## src/rtl/rr_arbiter_4.sv

```systemverilog
// Round-robin arbiter for 4 requesters with a registered one-hot grant and encoded id.
// Owner keeps the grant while requesting, up to MAX_HOLD cycles, then rotation is forced.
module rr_arbiter_4 #(
  parameter int MAX_HOLD = 8,
  parameter int HOLD_W   = 4
) (
  input  logic       clk,
  input  logic       rst_n,
  input  logic       en,
  input  logic [3:0] req,
  output logic [3:0] gnt,
  output logic [1:0] gnt_id,
  output logic       gnt_valid,
  output logic       preempt
);

  typedef enum logic {IDLE, GRANT} state_t;

  state_t            state, state_n;
  logic [1:0]        ptr, ptr_n;
  logic [HOLD_W-1:0] hold_cnt, hold_n;
  logic [3:0]        gnt_n;
  logic [1:0]        gnt_id_n;
  logic              preempt_n;

  logic [1:0] owner, after_owner, win_ptr, win_next;
  logic [3:0] others;
  logic       timeout;

  // First set bit of r, searching upward from start with wrap-around.
  function automatic logic [1:0] pick(input logic [1:0] start, input logic [3:0] r);
    logic [1:0] idx;
    logic       found;
    pick  = start;
    found = 1'b0;
    for (int k = 0; k < 4; k++) begin
      idx = start + 2'(k);
      if (!found && r[idx]) begin
        pick  = idx;
        found = 1'b1;
      end
    end
  endfunction

  assign owner       = gnt_id;
  assign after_owner = gnt_id + 2'd1;
  assign others      = req & ~gnt;
  assign win_ptr     = pick(ptr, req);
  assign win_next    = pick(after_owner, others);
  assign timeout     = (hold_cnt == HOLD_W'(MAX_HOLD - 1));

  always_comb begin
    state_n   = state;
    ptr_n     = ptr;
    hold_n    = hold_cnt;
    gnt_n     = gnt;
    gnt_id_n  = gnt_id;
    preempt_n = 1'b0;
    case (state)
      IDLE: begin
        if (en && (req != 4'd0)) begin
          state_n  = GRANT;
          gnt_n    = 4'b0001 << win_ptr;
          gnt_id_n = win_ptr;
          hold_n   = '0;
        end
      end
      GRANT: begin
        if (!req[owner]) begin
          ptr_n  = after_owner;
          hold_n = '0;
          if (en && (others != 4'd0)) begin
            gnt_n    = 4'b0001 << win_next;
            gnt_id_n = win_next;
          end else begin
            state_n  = IDLE;
            gnt_n    = 4'd0;
            gnt_id_n = 2'd0;
          end
        end else if (timeout) begin
          // Forced rotation; with no eligible rival the same owner is renewed.
          preempt_n = 1'b1;
          ptr_n     = after_owner;
          hold_n    = '0;
          if (en && (others != 4'd0)) begin
            gnt_n    = 4'b0001 << win_next;
            gnt_id_n = win_next;
          end
        end else begin
          hold_n = hold_cnt + HOLD_W'(1);
        end
      end
      default: begin
        state_n  = IDLE;
        gnt_n    = 4'd0;
        gnt_id_n = 2'd0;
      end
    endcase
  end

  always_ff @(posedge clk or negedge rst_n) begin
    if (!rst_n) begin
      state     <= IDLE;
      ptr       <= 2'd0;
      hold_cnt  <= '0;
      gnt       <= 4'd0;
      gnt_id    <= 2'd0;
      gnt_valid <= 1'b0;
      preempt   <= 1'b0;
    end else begin
      state     <= state_n;
      ptr       <= ptr_n;
      hold_cnt  <= hold_n;
      gnt       <= gnt_n;
      gnt_id    <= gnt_id_n;
      gnt_valid <= (gnt_n != 4'd0);
      preempt   <= preempt_n;
    end
  end

endmodule
```

## config.mk

```make
export PLATFORM = sky130hd
export DESIGN_NAME = rr_arbiter_4
export DESIGN_NICKNAME = d
export VERILOG_FILES = /design/src/rtl/rr_arbiter_4.sv
export SDC_FILE = /design/constraint.sdc
export NUM_CORES = 1
export LEC_CHECK = 0
export CAP_MARGIN = 10
export CORE_MARGIN = 5
export CORE_UTILIZATION = 23
export DETAILED_ROUTE_END_ITERATION = 8
export GPL_ROUTABILITY_DRIVEN = 1
export SLEW_MARGIN = 25
export SYNTH_ARGS = -nofsm -noshare
export SYNTH_HDL_FRONTEND = slang
export SYNTH_SLANG_ARGS = --single-unit
```

## constraint.sdc

```tcl
create_clock -name clk -period 4 [get_ports clk]
set_input_delay 0.8 -clock clk [delete_from_list [all_inputs] [get_ports clk]]
set_output_delay 0.8 -clock clk [all_outputs]
set_load 0.02 [all_outputs]
```

Word level (Yosys, flattened, before mapping)
Index checks and enable logic that the tools add are counted. W data, S select, Z words.

Register bits: 15. Output and inout bits: 8. Word-level logic and storage cells: 108.

Muxes and demuxes: 55. Reduce and logical (&&, ||, !) cells: 19. Equality and inequality tests: 5. Shifts and indexed selects: 2. Bitwise logic cells: 3. Add/sub/neg operators: 8. $lt $le $gt $ge: 9.

Operator list (count): $mux W4 (8); $lt A2 B3 Y1 const B (9); $mux W2 (13); $mux W1 (21); $bmux W1 S2 (9); $pmux W4 S2 (2); $reduce_bool A4 Y1 (3); $add A2 B2 Y2 const B (4); $logic_and A1 B1 Y1 (8); $shl A1 B2 Y4 const A (2); $add A2 B1 Y2 const B (3); $logic_not A1 Y1 (6); $add A4 B1 Y4 const B (1); $and A4 B4 Y4 (1); $eq A4 B3 Y1 const B (1); $ne A2 B2 Y1 const B (2); $not A4 Y4 (1); $pmux W2 S2 (1); $ne A3 B2 Y1 const B (1); $ne A3 B3 Y1 const B (1); $reduce_and A3 Y1 (1); $pmux W1 S2 (1); $reduce_and A2 Y1 (1); $not A1 Y1 (1).

Logic depth before layout (Yosys ltp)
Gate-level depths: netlist of run 1.

Depth after elaboration: 20. Depth in mapped cells: 7. Depth with buffers taken out: 7.

Worst setup path after synthesis of run 1
Ideal clock, no wire load.

Kind: input to register. From: in req[3]. To: reg gnt_valid. Arrival: 2387 ps. Setup slack: 1475 ps. Path buffers: 1. Stages on the path: 7. Cells stage by stage: buf_2 mux4_2 nand2_4 o21bai_4 a32oi_1 o21ai_1 or4_1.

Longest elaborated chain between the ends: 19.

RTL lines: start: declaration (RTL line 10) `input logic [3:0] req,`; $and A4 B4 Y4 (RTL line 47) `assign others = req & ~gnt;`; $bmux W1 S2 (RTL line 38) `if (!found && r[idx]) begin`; $mux W1 (implied by the code) (RTL line 38); $mux W1 (RTL line 38); $logic_not A1 Y1 (RTL line 38); $logic_and A1 B1 Y1 (RTL line 38); $mux W1 (RTL line 38); $logic_not A1 Y1 (RTL line 38); [... 4 more ...]; $mux W2 (RTL line 38); $shl A1 B2 Y4 (RTL line 73, 86); $mux W4 (RTL line 85) `if (en && (others != 4'd0)) begin`; $mux W4 (RTL line 80) `end else if (timeout) begin`; $mux W4 (RTL line 69) `if (!req[owner]) begin`; $pmux W4 S2 * (RTL line 59) `case (state)`; net gnt_n[0] (RTL line 22) `logic [3:0] gnt_n;`; $reduce_bool A4 Y1 * (RTL line 116) `gnt_valid <= (gnt_n != 4'd0);`; end signal: assignment (RTL line 116); end: declaration (RTL line 13) `output logic gnt_valid,`.

The timed path passes the listed nets; every way through them passes the cells marked *. The select of a mux whose other input is x is not followed. A chain may end at the register's enable or synchronous reset.

Worst setup path after layout of run 1
From: in req[2]. To: reg gnt_valid.

The elaborated chain is that of the path after synthesis.

==> qor.log, run 1 <==
[run_status] status finished, final reports clean
[worst_setup_path] Max stage delay cell, worst path sky130_fd_sc_hd__clkdlybuf4s50_1
[detailed_routing] total number of vias 904
[synth] Cell variety after synth 44
[synth] area leader, netlist sky130_fd_sc_hd__dfrtp_1
[floorplan] std cell rows 23
[synth] average size of a mapped cell 9.31 µm²
[worst_setup_path] CP Depth 7
[synth] Synth Instances 106
[synth] Post-synth EDFFs 0
[global_route] most crowded layer after global routing met2
[hold_path] depth of the worst hold-timing path 1
[clocking] register clock-pin slew on the reported worst setup and hold paths 0.07 ns
[detailed_routing] final routed wire length divided by cell count 14.6 µm
[worst_setup_path] Worst Reg-to-Reg Cells 6
[worst_setup_path] CP required 4.11 ns
[detailed_routing] detailed-route DRC error count 0
[worst_setup_path] data arrival time at the worst-slack endpoint 3.13 ns
[timing] Tcrit/Tclk final 75.3%
[detailed_routing] number of iterations in the first detailed-routing pass 4
[global_route] global-route wire length before repair 4240 µm
[clocking] cts hold-fix bufs 0
[clocking] number of H-tree branching levels 1
[global_route] met1 Usage GRT 12.4%
[finish] leading cell type in the layout, fill and taps excluded sky130_fd_sc_hd__dfrtp_1
[floorplan] Die Span X 75.5 µm
[clocking] clock buffer count from CTS 3
[global_route] global-route total usage across every layer 9.82%
[worst_setup_path] peak fanout along the critical path 7
[global_route] via count of the first global-routing pass 911
[synth] most used flip-flop cell after synthesis sky130_fd_sc_hd__dfrtp_1
[detailed_routing] Vias/cell 5.29
[placed_design] half-perimeter wire length after detailed placement 1960 µm
[finish] Layout Nets 130
[synth] sequential share of the synthesized area 38.0%
[synth] number of register bits inferred by synthesis 15
[timing] minimum hold slack 0.491 ns
[finish] commonest cells after routing, fill and taps aside sky130_fd_sc_hd__dfrtp_1 (15), sky130_fd_sc_hd__clkdlybuf4s50_1 (14), sky130_fd_sc_hd__nand2_1 (12), sky130_fd_sc_hd__o21ai_0 (12)
[worst_setup_path] kind of launch point of the worst setup path input pin
[floorplan] Core ar. 4090 µm²
[floorplan] area of the die 5700 µm²
[timing] Final Setup Violations 0
[timing] Final min period 3.01 ns
[detailed_routing] starting DRC count in detailed routing 98
[finish] layout cells sized above 1 10.7%
[worst_setup_path] category of the critical setup timing path input pin to flip-flop
[placed_design] weighted congestion at the end of routability-driven global placement 0.893
[floorplan] I/O pin count 15
[finish] Area growth syn-to-layout 23.1%
[worst_setup_path] family of cells with the greatest summed delay on the critical path simple AND/OR/NAND/NOR gates
[placed_design] IO Port Bufs 14
[clocking] post-CTS setup buffer count 0
[timing] count of pins over their slew limit 0
[timing] worst slew margin relative to its limit 48.1%
[synth] Async S/R FF share, synth 100%
[timing] final total negative setup slack 0 ns
[power] Max rail drop VDD 0.156 mV
[global_route] Global Route met3 Usage 2.51%
[timing] clock skew 0.00623 ns
[worst_setup_path] number of buffer and inverter instances along the worst setup path 1
[floorplan] initial cell density of the core 24.2%
[global_route] M2 GR Usage 15.1%
[clocking] worst skew pair latency 0.25 ns
[worst_setup_path] type of destination of the critical path flip-flop
[power] power density relative to cell area 716 nW/µm²
[clocking] Gates resized, CTS repair 0
[worst_setup_path] Critical Path, Cell by Cell clkdlybuf4s50_1 -> nor2b_1 -> o22ai_1 -> a222oi_1 -> nand2b_1 -> o211ai_1 -> or4_1
[timing] setup repair after global routing missed its margin no
[flow_run] max-capacitance violation count 0
[power] leakage power total 0.000463 µW
[timing] number of hold-slack violations in the final timing report 0
[synth] Synth Cell Area 987 µm²
[synth] top cells by area in the synthesized netlist sky130_fd_sc_hd__dfrtp_1 (38%), sky130_fd_sc_hd__o21ai_0 (6.1%), sky130_fd_sc_hd__nand2_1 (4.6%)
[hold_path] Hold/Removal Path Class flip-flop to flip-flop
[clocking] root buffer selected by CTS sky130_fd_sc_hd__clkbuf_8
[timing] Max Clock Freq 332 MHz
[synth] proportion of netlist area held by the largest area contributor 38.0%
[global_route] total global routing overflow 0
[placed_design] placed cell areas 1170 µm²
[worst_setup_path] stage delay of the slowest cell on the critical path 0.59 ns
[synth] Yosys warning count 0
[detailed_routing] number of routed nets with antenna violations 0
[finish] Ant. Diodes 0
[clocking] number of sinks on the clock net 15
[finish] final cell area excluding filler cells 1210 µm²
[timing] worst slew pin tran 0.768 ns
[floorplan] die height 75.5 µm
[detailed_routing] wire length reported by the detailed router 2500 µm
[clocking] CTS tree yes
[synth] net count of the mapped netlist 114
[global_route] largest net degree at the start of global routing 16
[clocking] maximum number of buffers from clock root to sink 2
[global_route] number of antenna violations at the first check in global routing 0
[area by class of cell]
class	instances	area, µm²
Fill cell	436	2870
Multi-Input combinational cell	86	583
Sequential cell	15	375
Timing Repair Buffer	14	140
Tap cell	50	62.6
Clock buffer	3	41.3
Inverter	2	7.51
Clock inverter	1	5.00
[synthesized netlist by cell type, types with 2 or more instances]
library cell / count
sky130_fd_sc_hd__o22ai_1: 3
sky130_fd_sc_hd__nor2b_1: 4
sky130_fd_sc_hd__nor2_1: 5
sky130_fd_sc_hd__o22a_1: 2
sky130_fd_sc_hd__nand2_1: 12
sky130_fd_sc_hd__nand2b_1: 3
sky130_fd_sc_hd__o211ai_1: 3
sky130_fd_sc_hd__nand3_1: 3
sky130_fd_sc_hd__inv_1: 2
sky130_fd_sc_hd__o21ai_0: 12
sky130_fd_sc_hd__buf_2: 2
sky130_fd_sc_hd__dfrtp_1: 15
sky130_fd_sc_hd__and2b_2: 2
sky130_fd_sc_hd__a21oi_1: 5
sky130_fd_sc_hd__nand3b_1: 3
sky130_fd_sc_hd__or4_1: 2
[flip-flops by register name, indices dropped and copies added, names as in the netlist]
| signal | flops |
|---|---|
| hold_cnt | 4 |
| preempt | 1 |
| state | 1 |
| gnt_id | 2 |
| gnt | 4 |
| ptr | 2 |
| gnt_valid | 1 |
[where the power goes]
group	switching [µW]	internal [µW]	total [µW]
registers	85.6	207	293
clock network	54.0	68.9	123
logic	244	210	455
total	384	486	870
[through the flow]
stage	power, µW	utilization [%]	setup WS [ns]	std cells
finish	870	29.7	0.989	171
CTS	873	29.7	1.03	171
detailed placement	747	28.6	0.781	167
floorplan	601	-	1.47	106
global route	941	29.7	0.831	171
global placement	738	28.6	0.867	167
[layer usage]
layer	vias to the layer above	wire length, µm
met2	32	1240
met5	-	0
met1	428	1070
met3	7	127
li1	437	-
met4	0	63
[logic make-up after synthesis]
group | count (synthesis) | share of synthesized area [%]
flip-flops | 15 | 38.0
AND/OR/NAND/NOR | 43 | 25.2
multiplexers | 1 | 2.28
AO/OA/AOI/OAI | 40 | 29.4
XOR/XNOR | 1 | 0.887
adder cells (fa/ha/maj) | 1 | 1.27
buffers and inverters | 5 | 2.92
[worst paths after layout]
check                                   end  slack (ns)   startpoint
worst max-delay path              gnt_valid        0.99       req[2]
worst max register to register    gnt_valid        1.67    gnt_id[0]
worst min register to register  hold_cnt[3]        0.49  hold_cnt[3]
max in group asynchronous            ptr[1]        2.60        rst_n
worst min-delay path            hold_cnt[3]        0.49  hold_cnt[3]
min in group asynchronous       hold_cnt[2]        0.96        rst_n
(Power assumes the default switching activity.)
==> run 2, diff against run 1 <==
==> constraint.sdc (replaced) <==
create_clock -name clk -period 2.5 [get_ports clk]
set_input_delay 0.5 -clock clk [delete_from_list [all_inputs] [get_ports clk]]
set_output_delay 0.5 -clock clk [all_outputs]
set_load 0.02 [all_outputs]
==> qor.log, run 2 (synthesized netlist as in run 1, its figures left out) <==
[run_status] status finished, final reports clean
[floorplan] initial cell density of the core 24.2%
[timing] worst slew pin tran 0.682 ns
[worst_setup_path] kind of launch point of the worst setup path input pin
[worst_setup_path] Crit path top cell by count sky130_fd_sc_hd__buf_4
[detailed_routing] number of iterations in the first detailed-routing pass 4
[global_route] M2 GR Usage 17.7%
[global_route] met1 Usage GRT 11.6%
[timing] Final Worst Setup Slack 0.0686 ns
[worst_setup_path] data arrival time at the worst-slack endpoint 2.54 ns
[global_route] Global Route met3 Usage 1.85%
[timing] count of pins over their slew limit 0
[finish] commonest cells after routing, fill and taps aside sky130_fd_sc_hd__buf_4 (24), sky130_fd_sc_hd__dfrtp_1 (15), sky130_fd_sc_hd__nand2_1 (12)
[global_route] largest net degree at the start of global routing 16
[clocking] register clock-pin slew on the reported worst setup and hold paths 0.06 ns
[detailed_routing] wire length reported by the detailed router 2700 µm
[clocking] worst skew pair latency 0.24 ns
[worst_setup_path] stage delay of the slowest cell on the critical path 0.55 ns
[worst_setup_path] category of the critical setup timing path input pin to flip-flop
[global_route] total global routing overflow 0
[floorplan] Die Span X 75.5 µm
[hold_path] Hold/Removal Path Class flip-flop to flip-flop
[detailed_routing] number of routed nets with antenna violations 0
[clocking] cts hold-fix bufs 0
[placed_design] weighted congestion at the end of routability-driven global placement 0.860
[timing] clock skew 0.00169 ns
[finish] layout cells sized above 1 26.2%
[timing] Max Clock Freq 411 MHz
[finish] leading cell type in the layout, fill and taps excluded sky130_fd_sc_hd__buf_4
[floorplan] die height 75.5 µm
[detailed_routing] total number of vias 1,017
[finish] Ant. Diodes 0
[finish] largest registers gnt: 4 flops, hold_cnt: 4 flops
[finish] Area growth syn-to-layout 42.6%
[power] Power, Total 1600 µW
[placed_design] worst setup slack before clock tree synthesis -0.270 ns
[floorplan] std cell rows 23
[worst_setup_path] Max stage delay cell, worst path sky130_fd_sc_hd__clkdlybuf4s50_1
[clocking] number of H-tree branching levels 1
[worst_setup_path] number of buffer and inverter instances along the worst setup path 3
[worst_setup_path] family of cells with the greatest summed delay on the critical path buffers and inverters
[timing] Final Setup Violations 0
[global_route] via count of the first global-routing pass 982
[clocking] CTS tree yes
[worst_setup_path] Critical Path, Cell by Cell clkdlybuf4s50_1 -> o41ai_1 -> buf_4 -> buf_4 -> and2b_1 -> o21bai_4 -> nand2_1 -> o211ai_1 -> or4_1
[global_route] number of antenna violations at the first check in global routing 0
[timing] setup repair after global routing missed its margin no
[placed_design] half-perimeter wire length after detailed placement 2200 µm
[detailed_routing] Vias/cell 5.22
[power] leakage power total 0.000609 µW
[floorplan] I/O pin count 15
[detailed_routing] final routed wire length divided by cell count 13.9 µm
[floorplan] Core ar. 4090 µm²
[timing] Tcrit/Tclk final 97.3%
[global_route] most crowded layer after global routing met2
[clocking] number of sinks on the clock net 15
[timing] number of hold-slack violations in the final timing report 0
[detailed_routing] detailed-route DRC error count 0
[clocking] clock buffer count from CTS 3
[global_route] global-route total usage across every layer 10.2%
[flow_run] max-capacitance violation count 0
[worst_setup_path] type of destination of the critical path flip-flop
[timing] worst slew margin relative to its limit 54.4%
[power] power density relative to cell area 1140 nW/µm²
[global_route] global-route wire length before repair 4420 µm
[clocking] root buffer selected by CTS sky130_fd_sc_hd__clkbuf_8
[floorplan] area of the die 5700 µm²
[worst_setup_path] CP required 2.61 ns
[power] Max rail drop VDD 0.225 mV
[timing] Final min period 2.43 ns
[finish] Layout Nets 154
[worst_setup_path] peak fanout along the critical path 5
[placed_design] IO Port Bufs 14
[clocking] maximum number of buffers from clock root to sink 2
[detailed_routing] starting DRC count in detailed routing 47
==> run 2: report_power, final <==
part / switching, µW / internal, µW / total [µW]
registers: 133 / 332 / 465
clock network: 82.1 / 110 / 192
logic: 440 / 504 / 944
total: 655 / 946 / 1600
==> run 2: cell type report <==
class	count	area, µm²
multi-input combinational	86	589
sequential	15	375
clock inverter	1	5.00
tap	50	62.6
inverter	2	7.51
fill	420	2680
clock buffer	3	41.3
timing repair buffer	38	327
==> run 2: worst reg2reg max path, cell delays in order (launching register included) <==
cell                       delay, ns
sky130_fd_sc_hd__dfrtp_1        0.55
sky130_fd_sc_hd__mux4_2         0.63
sky130_fd_sc_hd__nand2_4        0.11
sky130_fd_sc_hd__o21bai_4       0.10
sky130_fd_sc_hd__nand2_1        0.10
sky130_fd_sc_hd__o211ai_1       0.11
sky130_fd_sc_hd__or4_1          0.53
==> run 2: routing by layer <==
metal	vias to the layer above	routed length (µm)
met3	6	106
li1	482	-
met1	504	1050
met2	25	1480
met5	-	0
met4	0	64
==> run 2: final timing paths <==
path | from | to | slack [ns] | depth (start not counted)
min in group asynchronous | rst_n | hold_cnt[3] | 0.67 | 1
worst min-delay path | hold_cnt[3] | hold_cnt[3] | 0.51 | 1
max in group asynchronous | rst_n | gnt[2] | 1.40 | 1
worst min register to register | hold_cnt[3] | hold_cnt[3] | 0.51 | 1
worst max register to register | gnt_id[0] | gnt_valid | 0.24 | 6
worst max-delay path | req[3] | gnt_valid | 0.07 | 9
==> run 2: timing repair <==
item                       in CTS  in global routing
cloned                          0                  0
pin swaps                       0                  1
resized for setup               1                  5
setup buffers                   0                  1
setup endpoints to repair       1                  1
==> run 2: stage by stage <==
stage	utilization (%)	area [µm²]	TNS, ns	instances	hold slack [ns]
2_1_floorplan	-	987	0	106	0.204
3_3_place_gp	32.8	1340	-0.350	190	0.487
3_5_place_dp	32.8	1340	-0.441	190	0.494
4_1_cts	33.9	1390	0	194	0.503
5_1_grt	34.4	1410	0	195	0.530
6_report	34.4	1410	0	195	0.506
